`config.mk`:
```
export PLATFORM = sky130hd
export DESIGN_NAME = digit_scan_control
export DESIGN_NICKNAME = d
export VERILOG_FILES = /design/src/rtl/digit_scan_control.sv
export SDC_FILE = /design/constraint.sdc
export NUM_CORES = 1
export LEC_CHECK = 0
export ABC_AREA = 1
export CAP_MARGIN = 10
export CORE_AREA = 2 2 51 53
export DETAILED_ROUTE_END_ITERATION = 8
export DIE_AREA = 0 0 53 55
export DONT_BUFFER_PORTS = 1
export PLACE_DENSITY = 0.71
export SLEW_MARGIN = 25
export SYNTH_ARGS = -nofsm -noshare
export SYNTH_HDL_FRONTEND = slang
export SYNTH_SLANG_ARGS = --single-unit
```
`constraint.sdc`:
```
create_clock -name clk -period 2.05 [get_ports clk]
set_clock_uncertainty 0.05 [all_clocks]
set_input_delay 0.41 -clock clk [delete_from_list [all_inputs] [get_ports clk]]
set_output_delay 0.41 -clock clk [all_outputs]
set_load 0.05 [all_outputs]
```
`src/rtl/digit_scan_control.sv`:
```
// rtl/digit_scan_control.sv - six-digit multiplexed 7-segment scan with ghost blanking and field blink
// Optional leading-zero blanking of digit 5 is enabled by defining DIGIT_SCAN_LEADING_ZERO_BLANK_EN.
module digit_scan_control (
    input  logic        clk,
    input  logic        reset,
    input  logic        scan_en,
    input  logic        blink_en,
    input  logic [2:0]  adjust_mode,
    input  logic [23:0] digits,
    output logic [5:0]  digit_sel,
    output logic [6:0]  seg
);

    logic [2:0] idx;
    logic       bp;
    logic [2:0] mode_q;

    logic [3:0] cur_digit;
    logic [6:0] seg_dec;
    logic       in_field;
    logic       lz_blank;
    logic [6:0] seg_next;
    logic [5:0] sel_next;

    always_comb begin
        cur_digit = 4'd0;
        case (idx)
            3'd0: cur_digit = digits[3:0];
            3'd1: cur_digit = digits[7:4];
            3'd2: cur_digit = digits[11:8];
            3'd3: cur_digit = digits[15:12];
            3'd4: cur_digit = digits[19:16];
            3'd5: cur_digit = digits[23:20];
            default: cur_digit = 4'd0;
        endcase
    end

    always_comb begin
        seg_dec = 7'h00;
        case (cur_digit)
            4'd0: seg_dec = 7'h3F;
            4'd1: seg_dec = 7'h06;
            4'd2: seg_dec = 7'h5B;
            4'd3: seg_dec = 7'h4F;
            4'd4: seg_dec = 7'h66;
            4'd5: seg_dec = 7'h6D;
            4'd6: seg_dec = 7'h7D;
            4'd7: seg_dec = 7'h07;
            4'd8: seg_dec = 7'h7F;
            4'd9: seg_dec = 7'h6F;
            default: seg_dec = 7'h00;
        endcase
    end

    // Field membership uses the registered mode so a mode change first clears bp.
    always_comb begin
        in_field = 1'b0;
        case (mode_q)
            3'd1: in_field = (idx == 3'd5) || (idx == 3'd4);
            3'd2: in_field = (idx == 3'd3) || (idx == 3'd2);
            3'd3: in_field = (idx == 3'd1) || (idx == 3'd0);
            default: in_field = 1'b0;
        endcase
    end

    always_comb begin
`ifdef DIGIT_SCAN_LEADING_ZERO_BLANK_EN
        lz_blank = (idx == 3'd5) && (cur_digit == 4'd0) && (mode_q != 3'd1);
`else
        lz_blank = 1'b0;
`endif
        sel_next = 6'(1) << idx;
        seg_next = (bp && in_field) || lz_blank ? 7'h00 : seg_dec;
    end

    always_ff @(posedge clk) begin
        if (reset) begin
            idx       <= 3'd0;
            bp        <= 1'b0;
            mode_q    <= 3'd0;
            digit_sel <= 6'b0;
            seg       <= 7'b0;
        end else begin
            mode_q <= adjust_mode;
            if (adjust_mode != mode_q)
                bp <= 1'b0;
            else if (blink_en)
                bp <= ~bp;
            if (scan_en)
                idx <= (idx == 3'd5) ? 3'd0 : idx + 3'd1;
            // A strobe blanks the following cycle so the old segments never ghost onto the new digit.
            if (scan_en) begin
                digit_sel <= 6'b0;
                seg       <= 7'b0;
            end else begin
                digit_sel <= sel_next;
                seg       <= seg_next;
            end
        end
    end

endmodule

```
== Word-level counts from Yosys, hierarchy flattened ==
Memories as Yosys holds them, arrays and structs flattened. A register that Yosys moved wholly into a read port is not among the register bits.
Cells that the tools add are included.
W data, S select, Z words.
Cells by class
  add/subtract/negate cells: 1
  equality and inequality tests: 9
  shift operators: 1
  mux-type cells: 3
  bitwise operators: 1
  reduce and logical (&&, ||, !) cells: 8
Operators with widths (count)
  $pmux W4 S6: 1
  $eq A3 B2 Y1 const B: 4
  $eq A3 B1 Y1 const B: 2
  $eq A3 B3 Y1 const B: 2
  $shl A1 B3 Y6 const A: 1
  $reduce_or A2 Y1: 2
  $add A3 B1 Y3 const B: 1
  $logic_not A3 Y1: 1
  $logic_or A1 B1 Y1: 3
  $mux W3: 1
  $ne A3 B3 Y1: 1
  $pmux W1 S3: 1
  $reduce_or A3 Y1: 1
  $logic_and A1 B1 Y1: 1
  $not A1 Y1: 1
Storage, ports and cells
  register bits: 13
  ROM bits: 112
  input bits: 31
  logic and storage cells: 28
  memories kept: 1
Memories
  (no name shown): depth 16, width 7, rd ports 1, clocked after memory_dff 1, write ports 0, RTL line 40  | case (cur_digit)

== Depth between registers and ports, before layout ==
Gate-level depths: netlist of run 1.
  word-level depth: 5
  depth in mapped cells: 16

== Worst setup path before layout of run 1 ==
OpenSTA, ideal clock, no wires.
  path type: register to register
  start: register idx[0]
  end: register seg[3]
  library setup time: 0.114 ns
  arrival: 1.824 ns
  required time: 1.886 ns
  slack: 0.062 ns
  cell stages (with the launch flop): 17
  path buffers: 1
  clock period less this slack: 1.988 ns
  path through: dfxtp_1 -> buf_6 -> nand2_1 -> inv_1 -> ha_1 -> nand2_1 -> nand2_1 -> nor2_1 -> nand2_1 -> nand2_1 -> inv_1 -> ha_1 -> inv_1 -> nand3_1 -> nand2_1 -> nor2_1 -> nor2_2
On the way
  cells in the longest elaborated chain, start to end: 5
RTL lines
  start, declared: RTL line 14  | logic [2:0] idx;
  start signal, assigned: RTL line 90  | idx <= (idx == 3'd5) ? 3'd0 : idx + 3'd1;
  $eq A3 B1 Y1 (tied with other cells): RTL line 27, 61
  $logic_or A1 B1 Y1, on equally long branches: RTL line 61, 59, 60
  $pmux W1 S3: RTL line 58  | case (mode_q)
  $logic_and A1 B1 Y1: RTL line 73  | seg_next = (bp && in_field) || lz_blank ? 7'h00 : seg_dec;
  $reduce_or A3 Y1 (no line)
  end, declared: RTL line 11  | output logic [6:0] seg
Parallel ways exist; a longest one is shown, timed or not.
A chain may end at the register's enable or synchronous reset.

== Worst setup path after layout of run 1 ==
  start: register idx[1]
  end: register seg[3]
Same word-level chain as after synthesis.

==> metrics, run 1 <==
NetSw roughly 0.36 mW; I/O pin count between 40 and 50; vias after detailed routing 1080; total global routing track utilization 20.4%; share of cells above drive strength 1 just under 30%; Slew HR 67.9%; aggregate routed wire length between 2000 and 3000 um; sequential share of the synthesized area 32.5%; wire length of the first global-routing pass between 4000 and 5000 um; power density relative to cell area 767 mW/mm^2; fraction of power consumed by combinational cells 24.4%; worst slack at placement 0.0502 ns; average detailed-routed wire length per instance 12.0 um; Final Instance Area around 0.0014 sq mm; setup repair after global routing missed its margin true; CP max FO 6; top-area cell type share of the netlist area between 30% and 40%; gr ovfl total 0; H-tree depth 1; crit path launch type flop; placer congestion estimate ~0.87; Yosys warnings 0; sort of element at the end of the critical path flop; Final Worst Setup Slack around 0.091 ns; maximum clock insertion buffer count 2; Required @ worst endpoint 2.21 ns; sum of negative setup slack 0 ns; CP max stage delay between 0.3 and 0.4 ns; pin count of the biggest net entering global routing 13; met1 layer wirelength in the final routing 1090 um; Hold Worst Slack around 0.098 ns; Syn Inst Count approximately 180; drt pass-1 iters 4; met2 WL around 1200 um; Detailed Place HPWL about 2100 um; Setup violations, final 0; maximum VDD drop 0.528 mV; DR DRC count 0; path class of the lowest-slack min-delay path in2reg; vias per cell 4.98; CTS Sinks 20; number of cells after detailed placement around 210; Avg Inst Size Synth just over 7 sq um; final worst path period need around 2 ns; overall die width about 53 um; number of different library cells in the post-synthesis netlist 23; Switching Fraction around a third; Final Hold Fails 0; Period Utilization, post-route 95.6%; most common library cell in the layout ignoring fill and taps nand2_1; design internal power between 0.7 and 0.8 mW; initial antenna violation count 0; cell chosen for the clock root clkbuf_4; Clock Pin Slew Worst Setup and Hold Paths 0.12 ns; Multi-input gate area 703 sq um; top post-synthesis cells by area dfxtp_1 (32%), nand2_1 (12%), ha_1 (7.1%); number of nets in the finished design about 230; flops & latches, synth 20; height of the die around 55 um; start point of the worst hold path reset; critical-path cell with the highest stage delay dfxtp_4; clock network fraction of design power between 30% and 40%; port buffer count 0; kind of critical path reg2reg; maxcap violations 0; final standard cell count with taps included and fillers excluded roughly 220; FF/Latch Area slightly above 400 sq um; Cell Area, Placed between 0.001 and 0.0015 sq mm; total die area 0.00292 sq mm; post-layout power roughly 1.1 mW; DR top layer met4; placeable core region roughly 0.0024 sq mm; Antenna Nets Post-Route 0; CTS tree built; # rows 18; Crit. Startpoint idx[1]; number of buffers created by CTS 3; initial core utilization a little over half; fillcell total approximately 230; leakage component of the power between 0.7 and 0.8 nW; antenna diode instance count 0; routed wl met3 roughly 250 um; maximum achievable frequency a little over 0.5 GHz; vias in the first global route 1015; fraction of power consumed by sequential logic 45.4%; library cell occupying the most area in the post-synthesis netlist dfxtp_1; critical path arrival between 2 and 2.5 ns; status finished, final reports clean; crit-path cells buf_4 > nor2_4 > buf_4 > nand3_1 > nand2_1 > nor2_1 > nand2_2 > nand2_2 > ha_1 > inv_1 > nand3_1 > nand2_1 > nor2_1 > nor2_2; utilization after layout between 50% and 60%; Final Slew Violations 0; commonest cells after routing, fill and taps aside nand2_1 (40), nor2_1 (22), inv_1 (20); Layout Area Growth over Synthesis 12.9%; violation count after the first detailed-route iteration 28; Synthesized Nets ~210; launching point of the worst reg2reg path idx[1]; cell area after synthesis between 0.001 and 0.0015 sq mm; insertion delay to the later sink of the worst-skew pair about 0.31 ns; slew of the pin with the lowest slew margin a little under 0.5 ns
==> cells by family (layout without fill, tap and decap cells) <==
kind of cell,count (synthesis),count (layout),synth area share [%]
AO/OA/AOI/OAI,11,11,6.09
XOR/XNOR,3,3,2.13
adder cells (fa/ha/maj),7,7,7.10
buffers and inverters,31,43,11.4
flip-flops,20,20,32.5
AND/OR/NAND/NOR,103,103,40.9
==> cell type report <==
type	count	share of cell area, %
inverter	28	7.91
clock inverter	1	2.16
tap	30	2.70
timing repair buffer	11	5.93
multi-input combinational	124	50.5
sequential	20	29.2
clock buffer	3	1.62
==> cells in the mapped netlist, drive strengths merged <==
| master | instances |
|---|---|
| dfxtp | 20 |
| o21ai | 8 |
| nand4 | 5 |
| xor2 | 2 |
| nand3 | 10 |
| nor4 | 2 |
| ha | 7 |
| xnor2 | 1 |
| o211ai | 1 |
| inv | 27 |
| a21boi | 1 |
| nor2 | 33 |
| nand2 | 53 |
| clkinv | 1 |
| a41oi | 1 |
| buf | 3 |
==> power groups by stage <==
stage	Sequential, mW	Combinational [mW]	Clock (mW)
final	0.485	0.261	0.323
after global routing	0.488	0.297	0.348
after CTS	0.486	0.245	0.334
after detailed placement	0.495	0.243	0
after global placement	0.495	0.234	0
after floorplan	0.490	0.201	0
==> flip-flops by register name, indices dropped and copies added, names as in the netlist <==
name / flops
seg: 7
digit_sel: 6
idx: 3
mode_q: 3
bp: 1
==> worst max-delay path, delay by kind of cell (launching register included) <==
kind / cells / cell delay [ns]
adder cells (fa/ha/maj): 1 / 0.29
buffers and inverters: 3 / 0.32
flip-flops: 1 / 0.38
AND/OR/NAND/NOR: 10 / 0.83
==> path summary, 6_finish.rpt <==
check	endpoint	slack, ns	cells past startpoint
max	seg[3]	0.09	14
min	mode_q[0]	0.1	1
max reg2reg	seg[3]	0.09	14
min reg2reg	digit_sel[3]	0.48	2
==> per-layer routing <==
metal  up-vias  track usage [%]
li1        564                -
met1       469             23.5
met2        42             35.2
met3         5             5.91
met4         0             8.97
met5         -                0
==> repair_timing <==
| item | CTS | global route |
|---|---|---|
| hold buffers | 0 | 0 |
| buffers inserted | 0 | 4 |
| resized for setup | 0 | 8 |
| endpoints found under the setup margin | 0 | 7 |
Power figures use the tool's default switching activity.
==> run 2, diff against run 1 <==
ABC_AREA = not set   (was 1)
CORE_AREA = 2 2 49 51   (was 2 2 51 53)
DIE_AREA = 0 0 51 53   (was 0 0 53 55)
PLACE_DENSITY = 0.73   (was 0.71)
==> run 2 against run 1 <==
Effect of this change:
- setup slack better by 0.020 ns
- largest power group unchanged
- via count down 11%
- largest cell class unchanged
- sequential cell count unchanged
- count of clock-buffer cells in the layout up 1
==> metrics, run 2 <==
max reg flops 7 (unchanged); FF/Latch Area 403 sq um (-0.92%); Worst R2R Path Depth 9 (-5); drt pass-1 iters 4 (unchanged); Avg Inst Size Synth 8.88 sq um (+26%); Required @ worst endpoint 2.22 ns (about the same); critical path arrival 2.11 ns (about the same); leakage component of the power 0.544 nW (-24%); registers with the highest flip-flop counts seg: 7 flops, digit_sel: 6 flops; gr ovfl total 0 (unchanged); most frequent cell after synthesis dfxtp_1; final worst path period need 1.94 ns (-0.0199 ns); overall die width 51 um (-3.8%); most common library cell in the layout ignoring fill and taps dfxtp_1; DR DRC count 0 (unchanged); wire length of the first global-routing pass 3960 um (-7.6%); I/O pin count 44 (unchanged); number of buffers created by CTS 3 (unchanged); Final Instance Area 0.00133 sq mm (-4.9%); top post-synthesis cells by area dfxtp_1 (34%), ha_1 (7.5%), xnor2_1 (3.8%); dominant register cell in the synthesized netlist dfxtp_1; power density relative to cell area 722 mW/mm^2 (-6.0%); kind of critical path reg2reg; commonest cells after routing, fill and taps aside dfxtp_1 (18), nand2_1 (10), buf_4 (10); total die area 0.00270 sq mm (-7.3%); maximum VDD drop 0.515 mV (-2.3%); number of enable flip-flop cells after synthesis 0 (unchanged); cell chosen for the clock root clkbuf_4; share of cells above drive strength 1 22.3% (-6.6 points); initial antenna violation count 0 (unchanged); maximum achievable frequency 0.516 GHz (+1.0%); maximum clock insertion buffer count 2 (unchanged); worst slack at placement 0.0355 ns (-0.0147 ns); Final Worst Setup Slack 0.111 ns (+0.0199 ns); post-synthesis async set-or-reset flop share 0% (unchanged); register with the most flip-flops seg; CTS Sinks 20 (unchanged); CP max FO 4 (-2); utilization after layout 61.7% (+2.8 points); Detailed Place HPWL 1950 um (-8.6%); port buffer count 0 (unchanged); number of nets in the finished design 178 (-21%); aggregate routed wire length 2430 um (-6.4%); hold buffer count at cts 0 (unchanged); Synthesized Nets 169 (-21%); total global routing track utilization 19.4% (-0.95 points); Cell Area, Placed 0.00127 sq mm (-1.6%); initial core utilization 54.2% (+2.0 points); sequential share of the synthesized area 34.4% (+2.0 points); setup repair after global routing missed its margin false; top-area cell type share of the netlist area 34.4% (+2.0 points); Clock Pin Slew Worst Setup and Hold Paths 0.11 ns (about the same); flops & latches, synth 20 (unchanged); Multi-input gate area 741 sq um (+5.3%); height of the die 53 um (-3.6%); top cells by instance count after synthesis dfxtp_1 (20), nand2_1 (10), nor2_1 (8), nor3_1 (8), ha_1 (7); # rows 17 (-1); Final Hold Fails 0 (unchanged); crit path launch type flop; sort of element at the end of the critical path flop; Final Slew Violations 0 (unchanged); vias after detailed routing 960 (-11%); Slew HR 66.8% (-1.0 points); pin count of the biggest net entering global routing 19 (+6); average detailed-routed wire length per instance 14.5 um (+22%); CTS tree built; vias per cell 5.75 (+16%); Syn Inst Count 131 (-25%); path class of the lowest-slack min-delay path in2reg; Yosys warnings 0 (unchanged); cell area after synthesis 0.00116 sq mm (-5.7%); antenna diode instance count 0 (unchanged); Antenna Nets Post-Route 0 (unchanged); slew of the pin with the lowest slew margin 0.497 ns (+0.0154 ns); number of different library cells in the post-synthesis netlist 41 (+78%); Hold Crit Depth 1 (unchanged); violation count after the first detailed-route iteration 12 (-57%); placer congestion estimate 0.934 (+7.3%); maxcap violations 0 (unchanged); H-tree depth 1 (unchanged); vias in the first global route 933 (-8.1%); placeable core region 0.00215 sq mm (-9.2%); library cell occupying the most area in the post-synthesis netlist dfxtp_1; Setup violations, final 0 (unchanged); Layout Area Growth over Synthesis 13.9%; insertion delay to the later sink of the worst-skew pair 0.30 ns (about the same); fillcell total 180 (-22%); status finished, final reports clean; Period Utilization, post-route 94.6% (-0.97 points)
-- run 2: cell types whose count changed after synthesis, sizes merged, moves of 4 or more --
| cell | change |
|---|---|
| nand2 | -43 |
| nor2 | -25 |
| inv | -23 |
| nor3 | +8 |
| a21oi | +6 |
| nand3 | -6 |
| nand3b | +5 |
| nand4 | -5 |
| a21o | +4 |
| and2 | +4 |
| buf | +4 |
| mux2i | +4 |
| xnor2 | +4 |
-- run 2: repair_timing --
item / in CTS / in global routing
endpoints found under the setup margin: 0 / 6
setup buffers: 0 / 0
resized for setup: 0 / 6
-- run 2: critical path: stages (launching register included) --
cell,delay [ns]
dfxtp_2,0.35
and2_4,0.16
ha_4,0.17
a22oi_2,0.19
o211ai_1,0.11
a22o_2,0.29
inv_2,0.10
ha_1,0.16
o21ai_1,0.08
a221oi_2,0.21
-- run 2: path summary, 6_finish.rpt --
| check | startpoint | end | slack (ns) |
|---|---|---|---|
| worst max register to register | idx[0] | seg[4] | 0.11 |
| worst min-delay path | reset | idx[2] | 0.11 |
| worst max-delay path | idx[0] | seg[4] | 0.11 |
| worst min register to register | mode_q[2] | bp | 0.51 |
-- run 2: cells by family (layout without fill, tap and decap cells) --
family                   after synthesis  count (layout)  share of synthesized area, %
multiplexers                           5               5                          4.73
XOR/XNOR                               6               6                          4.52
AO/OA/AOI/OAI                         30              30                          18.5
AND/OR/NAND/NOR                       52              52                          24.8
buffers and inverters                 11              19                          5.48
adder cells (fa/ha/maj)                7               7                          7.53
flip-flops                            20              20                          34.4
-- run 2: power breakdown --
part	switching (mW)	internal [mW]
clock	0.118	0.108
sequential	0.0767	0.415
combinational	0.127	0.111
-- run 2: per-layer routing --
metal | up-vias | share of wire (%) | GRT usage (%)
li1 | 484 | - | -
met1 | 435 | 46 | 22.0
met2 | 35 | 46 | 33.8
met3 | 6 | 5.7 | 3.39
met4 | 0 | 1.6 | 12.2
met5 | - | 0 | 0
-- run 2: cell type report --
cell class / count / area share (%)
well taps: 28 / 2.64
flip-flops and latches: 20 / 30.4
multi-input cells: 100 / 55.9
repair buffers: 11 / 7.18
inverters: 4 / 1.13
clock buffers: 4 / 2.74
-- run 2: through the flow --
step	hold slack, ns	instances	total power [mW]	TNS [ns]
after floorplan	0.432	131	0.684	-0.230
after detailed placement	0.435	163	0.733	0
after global routing	0.0890	167	1.01	0
final	0.107	167	0.956	0
after global placement	0.433	163	0.727	0
after CTS	0.107	167	0.958	0
==> run 3, diff against run 2 <==
BUFFER_PORTS_ARGS = -buffer_cell sky130_fd_sc_hd__buf_2   (was not set)
CORE_AREA = 2 2 56 58   (was 2 2 49 51)
DIE_AREA = 0 0 58 60   (was 0 0 51 53)
DONT_BUFFER_PORTS = not set   (was 1)
PLACE_DENSITY = 0.72   (was 0.73)
==> run 3 against run 2 <==
Effect of this change:
- sequential share of layout area down 6.3 points
- critical path depth is 2 lower
- combinational power is 81% higher
- power grew 23%
- non-clock buffer count grew 49
- final cell count is 32% higher
- count of clock-buffer cells in the layout is 1 lower
- maximum frequency down 2.8%
- largest power group is now combinational logic
==> metrics, run 3 (synthesis gave the netlist of run 2 again) <==
status finished, final reports clean; Layout Area Growth over Synthesis 44.0%; CP max FO 6 (+2); fillcell total 253 (+41%); R2R setup slack 0.06 ns (-0.06 ns); slew of the pin with the lowest slew margin 0.423 ns (-0.0744 ns); Required @ worst endpoint 2.21 ns (about the same); average detailed-routed wire length per instance 13.3 um (-8.4%); hold buffer count at cts 0 (unchanged); endpoint of the most critical register-to-register path seg[4]; Clock Pin Slew Worst Setup and Hold Paths 0.11 ns (about the same); sum of negative setup slack 0 ns (unchanged); Final Worst Setup Slack 0.0558 ns (-0.0551 ns); Crit. Startpoint idx[2]; vias after detailed routing 1151 (+20%); vias per cell 5.21 (-9.4%); setup repair after global routing missed its margin true; final worst path period need 1.99 ns (+0.0551 ns); Antenna Nets Post-Route 0 (unchanged); max reg flops 7 (unchanged); H-tree depth 1 (unchanged); CTS Sinks 20 (unchanged); Final Hold Fails 0 (unchanged); registers with the highest flip-flop counts seg: 7 flops, digit_sel: 6 flops; initial antenna violation count 0 (unchanged); cell chosen for the clock root clkbuf_4; Setup violations, final 0 (unchanged); # rows 20 (+3); total global routing track utilization 17.6% (-1.8 points); register with the most flip-flops seg; vias in the first global route 1145 (+23%); gr ovfl total 0 (unchanged); Period Utilization, post-route 97.3% (+2.7 points); Detailed Place HPWL 2270 um (+16%); worst setup path endpoint seg[4]; total die area 0.00348 sq mm (+29%); post-layout power 1.17 mW (+23%); most common library cell in the layout ignoring fill and taps buf_2; crit path launch type flop; maxcap violations 0 (unchanged); drt pass-1 iters 3 (-1); number of buffers created by CTS 3 (unchanged); placer congestion estimate 0.859 (-8.0%); worst slack at placement -0.0125 ns (-0.0479 ns); insertion delay to the later sink of the worst-skew pair 0.30 ns (about the same); pin count of the biggest net entering global routing 13 (-6); Cell Area, Placed 0.00149 sq mm (+17%); launching point of the worst reg2reg path idx[2]; wire length of the first global-routing pass 4790 um (+21%); commonest cells after routing, fill and taps aside buf_2 (43), dfxtp_1 (17), buf_4 (15); number of nets in the finished design 227 (+28%); sort of element at the end of the critical path flop; placeable core region 0.00290 sq mm (+35%); Final Instance Area 0.00168 sq mm (+26%); share of cells above drive strength 1 47.3% (+25 points); Final Slew Violations 0 (unchanged); initial core utilization 40.1% (-14 points); port buffer count 43 (+43); maximum clock insertion buffer count 2 (unchanged); DR DRC count 0 (unchanged); CTS tree built; height of the die 60 um (+13%); leakage component of the power 0.772 nW (+42%); kind of critical path reg2reg; I/O pin count 44 (unchanged); Worst R2R Path Depth 7 (-2); Slew HR 71.8% (+5.0 points); aggregate routed wire length 2940 um (+21%); antenna diode instance count 0 (unchanged); maximum VDD drop 0.589 mV (+14%); power density relative to cell area 700 mW/mm^2 (-3.0%); overall die width 58 um (+14%); maximum achievable frequency 0.501 GHz (-2.8%); critical path arrival 2.16 ns (+0.05 ns); violation count after the first detailed-route iteration 7 (-5); path class of the lowest-slack min-delay path in2reg
run 3: changes by cell type in the layout (fill, tap and decap cells not counted), sizes merged:
cell / change
buf: +49
bufinv: +1
clkbuf: -1
run 3: layout make-up:
class / instances / area (sq um) / share of cell area [%]
inverter: 4 / 17.5 / 1.05
multi-input combinational: 100 / 801 / 47.8
sequential: 20 / 404 / 24.1
clock inverter: 1 / 30.0 / 1.79
tap: 33 / 41.3 / 2.46
clock buffer: 3 / 22.5 / 1.34
timing repair buffer: 60 / 359 / 21.4
run 3: worst min path at each step:
stage / from / to / slack [ns] / depth (start not counted)
3_3_place_gp: bp / bp / 0.49 / 2
4_1_cts: adjust_mode[1] / mode_q[1] / 0.29 / 2
3_5_place_dp: bp / bp / 0.50 / 2
2_1_floorplan: reset / mode_q[0] / 0.43 / 1
5_1_grt: adjust_mode[2] / mode_q[2] / 0.30 / 2
6_report: adjust_mode[1] / mode_q[1] / 0.29 / 2
run 3: per-stage QoR:
step	utilization, %	hold slack [ns]	std cells
floorplan	-	0.432	131
global placement	51.3	0.487	212
detailed placement	51.3	0.500	212
CTS	53.6	0.288	217
global route	57.7	0.302	221
finish	57.7	0.292	221
run 3: what timing repair did:
action                                  CTS  global route
pin swaps                                 1            14
buffers inserted                          1             4
endpoints found under the hold margin     0             0
cloned                                    0             0
gates resized for setup                   2            19
endpoints found under the setup margin    1             7
run 3: layer usage:
layer | track usage, % | share of wire [%] | up-vias | routed length, um
met4 | 4.65 | 1.6 | 0 | 48
met3 | 2.81 | 4.2 | 6 | 125
met2 | 35.4 | 55 | 30 | 1620
met5 | 0 | 0 | - | 0
li1 | - | - | 578 | -
met1 | 18.9 | 39 | 537 | 1150
run 3: worst max-delay path, cell delays in order, from the launching register on:
cell and delay (ns):
dfxtp_2 0.38, buf_4 0.14, mux2_4 0.30, a221o_1 0.40, o21ai_4 0.20, buf_12 0.14
o21ai_4 0.05, a221oi_2 0.24
run 3: power by group:
group	leakage (nW)	internal [mW]	total [mW]	switching, mW
Clock	0.0279	0.197	0.319	0.121
Sequential	0.165	0.415	0.425	0.0100
Combinational	0.579	0.189	0.430	0.241
